==> config.mk <==
export PLATFORM = sky130hd
export DESIGN_NAME = sdram_pingpong_ctrl
export DESIGN_NICKNAME = d
export VERILOG_FILES = /design/src/rtl/sdram_pingpong_ctrl.sv
export SDC_FILE = /design/constraint.sdc
export NUM_CORES = 1
export LEC_CHECK = 0
export ABC_AREA = 1
export BUFFER_PORTS_ARGS = -buffer_cell sky130_fd_sc_hd__buf_2
export CORE_MARGIN = 1.5
export CORE_UTILIZATION = 40
export DETAILED_ROUTE_END_ITERATION = 6
export GPL_TIMING_DRIVEN = 0
export PLACE_DENSITY = 0.72
export SYNTH_ARGS = -nofsm -noshare
export SYNTH_HDL_FRONTEND = slang
export SYNTH_SLANG_ARGS = --single-unit
export TNS_END_PERCENT = 20
==> constraint.sdc <==
create_clock -name clk_ref -period 2.3 [get_ports clk_ref]
set_input_delay 0.23 -clock clk_ref [delete_from_list [all_inputs] [get_ports clk_ref]]
set_output_delay 0.23 -clock clk_ref [all_outputs]
set_load 0.02 [all_outputs]
==> src/rtl/sdram_pingpong_ctrl.sv <==
// Ping-pong frame buffer arbiter for an SDRAM frame store: hands alternate buffers
// to the write and read sides, dropping writes that would overrun an unread frame.
module sdram_pingpong_ctrl #(
    parameter logic [23:0] BUF0_BASE   = 24'h000000,
    parameter logic [23:0] BUF1_BASE   = 24'h400000,
    parameter logic [23:0] FRAME_LEN   = 24'h12C000,
    parameter int unsigned LOAD_CYCLES = 2
) (
    input  logic        clk_ref,
    input  logic        rst,
    input  logic        sdram_init_done,
    input  logic        frame_write_done,
    input  logic        frame_read_done,
    output logic [23:0] wr_addr,
    output logic [23:0] wr_max_addr,
    output logic        wr_load,
    output logic [23:0] rd_addr,
    output logic [23:0] rd_max_addr,
    output logic        rd_load,
    output logic        wr_buf_sel,
    output logic        rd_buf_sel,
    output logic        rd_valid,
    output logic        frame_drop,
    output logic [7:0]  drop_cnt
);

    localparam logic [3:0] LOAD_INIT = 4'(LOAD_CYCLES);

    typedef enum logic [1:0] {WAIT_INIT, INIT_LOAD, RUN} state_t;

    state_t      state_reg, state_next;
    logic [1:0]  full_reg, full_next, full_mid;
    logic        wr_sel_reg, wr_sel_next;
    logic        rd_sel_reg, rd_sel_next;
    logic [3:0]  wr_cnt_reg, wr_cnt_next;
    logic [3:0]  rd_cnt_reg, rd_cnt_next;
    logic        drop_reg, drop_next;
    logic [7:0]  drop_cnt_reg, drop_cnt_next;
    logic [23:0] wr_addr_reg, wr_max_reg, rd_addr_reg, rd_max_reg;
    logic        rd_valid_reg;

    always_comb begin
        state_next    = state_reg;
        full_next     = full_reg;
        full_mid      = full_reg;
        wr_sel_next   = wr_sel_reg;
        rd_sel_next   = rd_sel_reg;
        wr_cnt_next   = (wr_cnt_reg != 4'd0) ? wr_cnt_reg - 4'd1 : 4'd0;
        rd_cnt_next   = (rd_cnt_reg != 4'd0) ? rd_cnt_reg - 4'd1 : 4'd0;
        drop_next     = 1'b0;
        drop_cnt_next = drop_cnt_reg;

        case (state_reg)
            WAIT_INIT: begin
                full_next   = 2'b00;
                wr_sel_next = 1'b0;
                rd_sel_next = 1'b0;
                if (sdram_init_done) begin
                    state_next  = INIT_LOAD;
                    wr_cnt_next = LOAD_INIT;
                    rd_cnt_next = LOAD_INIT;
                end
            end
            INIT_LOAD: begin
                // Leave on the last cycle of the init load pulse.
                if (wr_cnt_reg <= 4'd1) state_next = RUN;
            end
            RUN: begin
                if (!sdram_init_done) begin
                    state_next  = WAIT_INIT;
                    full_next   = 2'b00;
                    wr_sel_next = 1'b0;
                    rd_sel_next = 1'b0;
                    wr_cnt_next = 4'd0;
                    rd_cnt_next = 4'd0;
                end else begin
                    // Read clear is applied before the write decision sees the flags.
                    if (frame_read_done) begin
                        full_mid[rd_sel_reg] = 1'b0;
                        rd_sel_next          = ~rd_sel_reg;
                        rd_cnt_next          = LOAD_INIT;
                    end
                    if (frame_write_done) begin
                        if (!full_mid[~wr_sel_reg]) begin
                            full_mid[wr_sel_reg] = 1'b1;
                            wr_sel_next          = ~wr_sel_reg;
                        end else begin
                            drop_next = 1'b1;
                            if (drop_cnt_reg != 8'hFF) drop_cnt_next = drop_cnt_reg + 8'd1;
                        end
                        wr_cnt_next = LOAD_INIT;
                    end
                    full_next = full_mid;
                end
            end
            default: state_next = WAIT_INIT;
        endcase
    end

    always_ff @(posedge clk_ref) begin
        if (rst) begin
            state_reg    <= WAIT_INIT;
            full_reg     <= 2'b00;
            wr_sel_reg   <= 1'b0;
            rd_sel_reg   <= 1'b0;
            wr_cnt_reg   <= 4'd0;
            rd_cnt_reg   <= 4'd0;
            drop_reg     <= 1'b0;
            drop_cnt_reg <= 8'd0;
            wr_addr_reg  <= BUF0_BASE;
            wr_max_reg   <= BUF0_BASE + FRAME_LEN;
            rd_addr_reg  <= BUF0_BASE;
            rd_max_reg   <= BUF0_BASE + FRAME_LEN;
            rd_valid_reg <= 1'b0;
        end else begin
            state_reg    <= state_next;
            full_reg     <= full_next;
            wr_sel_reg   <= wr_sel_next;
            rd_sel_reg   <= rd_sel_next;
            wr_cnt_reg   <= wr_cnt_next;
            rd_cnt_reg   <= rd_cnt_next;
            drop_reg     <= drop_next;
            drop_cnt_reg <= drop_cnt_next;
            wr_addr_reg  <= wr_sel_next ? BUF1_BASE : BUF0_BASE;
            wr_max_reg   <= (wr_sel_next ? BUF1_BASE : BUF0_BASE) + FRAME_LEN;
            rd_addr_reg  <= rd_sel_next ? BUF1_BASE : BUF0_BASE;
            rd_max_reg   <= (rd_sel_next ? BUF1_BASE : BUF0_BASE) + FRAME_LEN;
            rd_valid_reg <= full_next[rd_sel_next];
        end
    end

    assign wr_addr     = wr_addr_reg;
    assign wr_max_addr = wr_max_reg;
    assign wr_load     = (wr_cnt_reg != 4'd0);
    assign rd_addr     = rd_addr_reg;
    assign rd_max_addr = rd_max_reg;
    assign rd_load     = (rd_cnt_reg != 4'd0);
    assign wr_buf_sel  = wr_sel_reg;
    assign rd_buf_sel  = rd_sel_reg;
    assign rd_valid    = rd_valid_reg;
    assign frame_drop  = drop_reg;
    assign drop_cnt    = drop_cnt_reg;

endmodule

==> results of run 1 <==
area by class of cell:
type | instances | area [µm²] | area share [%]
multi-input combinational | 216 | 953 | 38.3
buffer | 97 | 724 | 29.1
sequential | 24 | 480 | 19.3
timing repair buffer | 22 | 110 | 4.43
inverter | 25 | 96.3 | 3.87
tap | 54 | 67.6 | 2.72
clock buffer | 4 | 55.1 | 2.21
synth_stat cells:
library cell	number	area (µm²)
buf_4	96	721
nand2_1	60	225
dfxtp_1	24	480
inv_1	23	86.3
a21oi_1	17	85.1
nor2_1	13	48.8
o21ai_0	9	45.0
nand3_1	6	30.0
xor2_1	6	52.6
a211oi_1	2	15.0
conb_1	2	7.51
nand3_4	2	35.0
nand4_1	2	12.5
a21oi_2	1	8.76
a31oi_1	1	6.26
clkbuf_1	1	3.75
ha_1	1	12.5
inv_2	1	3.75
inv_4	1	6.26
nand2_2	1	6.26
nor2_4	1	11.3
nor3b_1	1	7.51
or2_2	1	6.26
power by group:
group	leakage [nW]	internal, mW	total (mW)	switching (mW)
clock	0.0288	0.153	0.292	0.139
sequential	0.194	0.423	0.431	0.00781
combinational	1.25	0.126	0.324	0.197
total	1.48	0.702	1.05	0.344
cells by family (layout without fill, tap and decap cells):
group                      count (synthesis)  count (layout)  share of synthesized area (%)
AOI/OAI and AO/OA                         30              30                           8.35
xor gates and xnor gates                   6               6                           2.74
adders and majority gates                  1               1                          0.653
buffers and inverters                    122             148                           42.8
DFF                                       24              24                           25.1
other                                      2              92                          0.392
and+or+nand+nor                           87              87                           20.0
path summary, 6_finish.rpt:
path | from | end | cells after the start
hold reg to reg | rd_cnt_reg[0] | rd_cnt_reg[0] | 1
hold / removal | rst | drop_cnt[7] | 2
setup reg to reg | drop_cnt[0] | drop_cnt[3] | 8
setup / recovery | rd_cnt_reg[0] | rd_load | 4
per-layer routing:
layer / track usage (%) / vias to the layer above / part of all wire (%)
met3: 2.92 / 4 / 8.1
met5: 0 / - / 0
li1: - / 882 / -
met4: 2.52 / 0 / 0.81
met2: 21.5 / 61 / 49
met1: 13.4 / 637 / 42
per-stage QoR:
| stage | hold slack [ps] | util, % | worst slack [ps] | instances |
|---|---|---|---|---|
| final | 175 | 53.4 | 852 | 442 |
| after global routing | 195 | 53.4 | 716 | 442 |
| after CTS | 174 | 53.4 | 837 | 442 |
| after detailed placement | 448 | 52.2 | 868 | 438 |
| after global placement | 429 | 52.2 | 869 | 438 |
| after floorplan | 292 | - | 853 | 362 |
==> flow_summary.json, run 1 <==
{
  "grt_max_degree": 14,
  "cts-buffers-inserted": 3,
  "fp.dieW_um": 72.2,
  "vdd_drop_max_mv": 0.324,
  "dpl-instance-area_mm2": 0.00243,
  "cp.buffers_inverters": 2,
  "initial_core_util_pct": 41.1,
  "fp-row-count": 25,
  "path_cells": "or2_2 > inv_1 > nand2_1 > buf_2",
  "pin_count": 115,
  "core_mm2": 0.00466,
  "antenna_cells": 0,
  "post_cts_buffers": 0,
  "post-route-cell-area_mm2": 0.00249,
  "clk_pin_slew_ps": 90,
  "port_buffers": 22,
  "ant_nets": 0,
  "globalplace.congestion": 0.818,
  "die_area_mm2": 0.00522,
  "grt_use_total_pct": 11.6,
  "cp_max_fo": 3,
  "initialDrtViolationCount": 41,
  "final_common_cell": "buf_4",
  "maxCapViolCount": 0,
  "ctsHoldBuffers": 0,
  "p_leak_nw": 1.48,
  "r2r_setup_slack_ps": 860,
  "cp-end-kind": "primary output",
  "post-route-period-util_pct": 63.0,
  "start_kind": "flop",
  "post_cts_resize_count": 0,
  "wl_um": 3200,
  "syn_area_mm2": 0.00192,
  "grt.overflow.total": 0,
  "fmax_mhz": 691,
  "cts_buffer_depth": 2,
  "p_per_area_mw_per_mm2": 420,
  "vias": 1584,
  "cp.arrival_ps": 1220,
  "synthCells": 272,
  "die_h_um": 72.2,
  "fin_skew_ps": 3.23,
  "critPathTopFamily": "simple AND/OR/NAND/NOR gates",
  "crit_slowest_cell": "dfxtp_1",
  "firstDrtPassIters": 6,
  "worstSetupPathType": "flop to primary output",
  "n_fill_cell": 494,
  "avgViaCountPerCell": 3.58,
  "hold_viol_final": 0,
  "synth_seq_area_share_pct": 25.1,
  "hpwl_um": 2710,
  "ctsHtreeMaxLevel": 1,
  "yosysUniqueCellTypes": 23,
  "synth_seq_cells": 24,
  "timing.final.crit_period_ps": 1450,
  "status": "finished, final reports clean",
  "hp-class": "primary input to flop",
  "drive_above_1_share_pct": 33.5,
  "root_buffer": "clkbuf_8",
  "wl_per_cell_um": 7.24,
  "first_global_vias": 1176,
  "final_cell_mix": "96 x buf_4, 92 x conb_1, 60 x nand2_1",
  "critPathMaxStageDelay_ps": 330,
  "avgSynthCellArea_um2": 7.05,
  "worstPathRequired_ps": 2070,
  "nets": 395,
  "drc": 0,
  "final-setup-viol-count": 0,
  "cts_sinks": 24,
  "cts_tree": "yes",
  "antenna_found_initial": 0,
  "grt_setup_unrepaired": "false",
  "yosys_warnings": 0,
  "setup-tns-final_ps": 0,
  "synthToLayoutAreaGrowth_pct": 29.8,
  "largest_reg_flops": 8,
  "total_power_mw": 1.05,
  "grt_pass1_wl_um": 4910,
  "clock_latency_ps": 270,
  "slew_violations": 0
}
No activity file was read; power rests on OpenSTA's default activity.
==> run 2, diff against run 1 <==
==> constraint.sdc (replaced) <==
create_clock -name clk_ref -period 1.5 [get_ports clk_ref]
set_input_delay 0.15 -clock clk_ref [delete_from_list [all_inputs] [get_ports clk_ref]]
set_output_delay 0.15 -clock clk_ref [all_outputs]
set_load 0.02 [all_outputs]
==> run 2 against run 1 <==
Register-to-register slack got worse by 710 ps. Sequential share of layout area is 0.062 points higher. Setup slack worse by 720 ps. Clock skew increased by 1.1 ps. Non-clock buffer count is the same. Hold slack got worse by 78 ps. Combinational power is 53% higher. Largest cell class unchanged. Largest power group unchanged.
==> flow_summary.json, run 2 (synthesized netlist as in run 1, its figures left out) <==
{
  "die_h_um": 72.2,
  "start_kind": "flop",
  "grt_max_degree": 14,
  "initial_core_util_pct": 41.1,
  "clkPwrFrac_pct": 27.8,
  "timing.rr.start": "drop_cnt[0]",
  "crit_slowest_cell": "dfxtp_1",
  "maxCapViolCount": 0,
  "hp-class": "primary input to flop",
  "root_buffer": "clkbuf_8",
  "fmax_mhz": 731,
  "globalplace.congestion": 0.818,
  "vdd_drop_max_mv": 0.492,
  "post-route-period-util_pct": 91.2,
  "grt.overflow.total": 0,
  "crit_start": "rd_cnt_reg[0]",
  "final_cell_mix": "96 x buf_4, 92 x conb_1, 60 x nand2_1",
  "hpwl_um": 2710,
  "sequentialPowerShare_pct": 41.2,
  "grt_pass1_wl_um": 4910,
  "grt_use_total_pct": 11.6,
  "antenna_found_initial": 0,
  "crit_cells": 4,
  "worstSetupPathType": "flop to primary output",
  "cp-end-kind": "primary output",
  "internal_power_mw": 1.08,
  "synthToLayoutAreaGrowth_pct": 30.0,
  "fin_skew_ps": 4.34,
  "firstDrtPassIters": 6,
  "cts_buffer_depth": 2,
  "p_switching_mw": 0.525,
  "cp_max_fo": 3,
  "cts_tree": "yes",
  "hold_viol_final": 0,
  "setup-tns-final_ps": 0,
  "wl_um": 3200,
  "whs_ps": 97.2,
  "cp.arrival_ps": 1220,
  "wl_per_cell_um": 7.23,
  "final_common_cell": "buf_4",
  "avgViaCountPerCell": 3.59,
  "initialDrtViolationCount": 41,
  "ant_nets": 0,
  "drc": 0,
  "r2r_setup_slack_ps": 150,
  "nets": 395,
  "antenna_cells": 0,
  "critPathMaxStageDelay_ps": 330,
  "fp.dieW_um": 72.2,
  "port_buffers": 22,
  "total_power_mw": 1.60,
  "pin_count": 115,
  "drive_above_1_share_pct": 34.3,
  "cts-buffers-inserted": 3,
  "die_area_mm2": 0.00522,
  "cts_sinks": 24,
  "final-setup-viol-count": 0,
  "p_leak_nw": 1.48,
  "slew_violations": 0,
  "core_mm2": 0.00466,
  "dpl-instance-area_mm2": 0.00243,
  "clock_latency_ps": 270,
  "combPwrFrac_pct": 31.0,
  "swShare_pct": 32.8,
  "critPathTopFamily": "simple AND/OR/NAND/NOR gates",
  "status": "finished, final reports clean",
  "largest_reg_flops": 8,
  "worstPathRequired_ps": 1350,
  "ctsHtreeMaxLevel": 1,
  "clk_pin_slew_ps": 90,
  "ctsHoldBuffers": 0,
  "rr_worst_depth": 8,
  "reg2reg_to": "drop_cnt[0]",
  "cp.buffers_inverters": 2,
  "vias": 1585,
  "fp-row-count": 25,
  "path_cells": "or2_2 > inv_1 > nand2_1 > buf_2",
  "p_per_area_mw_per_mm2": 642,
  "critPathCapture": "rd_load",
  "grt_setup_unrepaired": "false",
  "post-route-cell-area_mm2": 0.00249,
  "first_global_vias": 1176,
  "timing.final.crit_period_ps": 1370
}
## run 2: stage by stage
| stage | std cells | setup WS (ps) | utilization (%) |
|---|---|---|---|
| final | 442 | 132 | 53.5 |
| after global routing | 442 | 13.5 | 53.5 |
| after detailed placement | 438 | 68.2 | 52.2 |
| after global placement | 438 | 68.8 | 52.2 |
| after CTS | 442 | 44.5 | 53.4 |
| after floorplan | 362 | 53.0 | - |
## run 2: worst register-to-register path: stages, from the launching register on
cell and delay (ps):
dfxtp_2 350, ha_1 220, nand2_1 100, nor2_2 50, nand2_1 120, nand3_4 150
inv_4 120, nand2_1 50, a21oi_1 110
## run 2: power groups by stage
stage	Clock, mW	Combinational (mW)	Sequential [mW]
after floorplan	0	0.453	0.674
after global placement	0	0.484	0.674
after detailed placement	0	0.487	0.675
after CTS	0.463	0.487	0.660
after global routing	0.473	0.537	0.662
final	0.445	0.496	0.660
## run 2: final cells by class
| class | count | area (µm²) |
|---|---|---|
| Fill cell | 493 | 2170 |
| Multi-Input combinational cell | 216 | 956 |
| Buffer | 97 | 724 |
| Sequential cell | 24 | 483 |
| Timing Repair Buffer | 22 | 110 |
| Inverter | 25 | 96.3 |
| Tap cell | 54 | 67.6 |
| Clock buffer | 4 | 55.1 |
## run 2: layer usage
metal	routed length [µm]	GRT usage, %	part of all wire (%)	vias to the layer above
li1	-	-	-	881
met2	1560	21.5	49	64
met5	0	0	0	-
met3	268	2.92	8.4	4
met1	1340	13.4	42	636
met4	26	2.52	0.81	0
## run 2: worst min path at each step
stage / cells after the start / to / slack, ps / start
4_1_cts: 2 / drop_cnt[7] / 90 / rst
2_1_floorplan: 1 / drop_cnt[7] / 210 / rst
3_3_place_gp: 2 / drop_cnt[7] / 380 / rst
6_report: 2 / drop_cnt[7] / 100 / rst
3_5_place_dp: 2 / drop_cnt[7] / 390 / rst
5_1_grt: 2 / drop_cnt[7] / 110 / rst
## run 2: repair_timing
item,in CTS,in global routing
setup endpoints to repair,0,8
resized for setup,0,3
buffers inserted,0,0
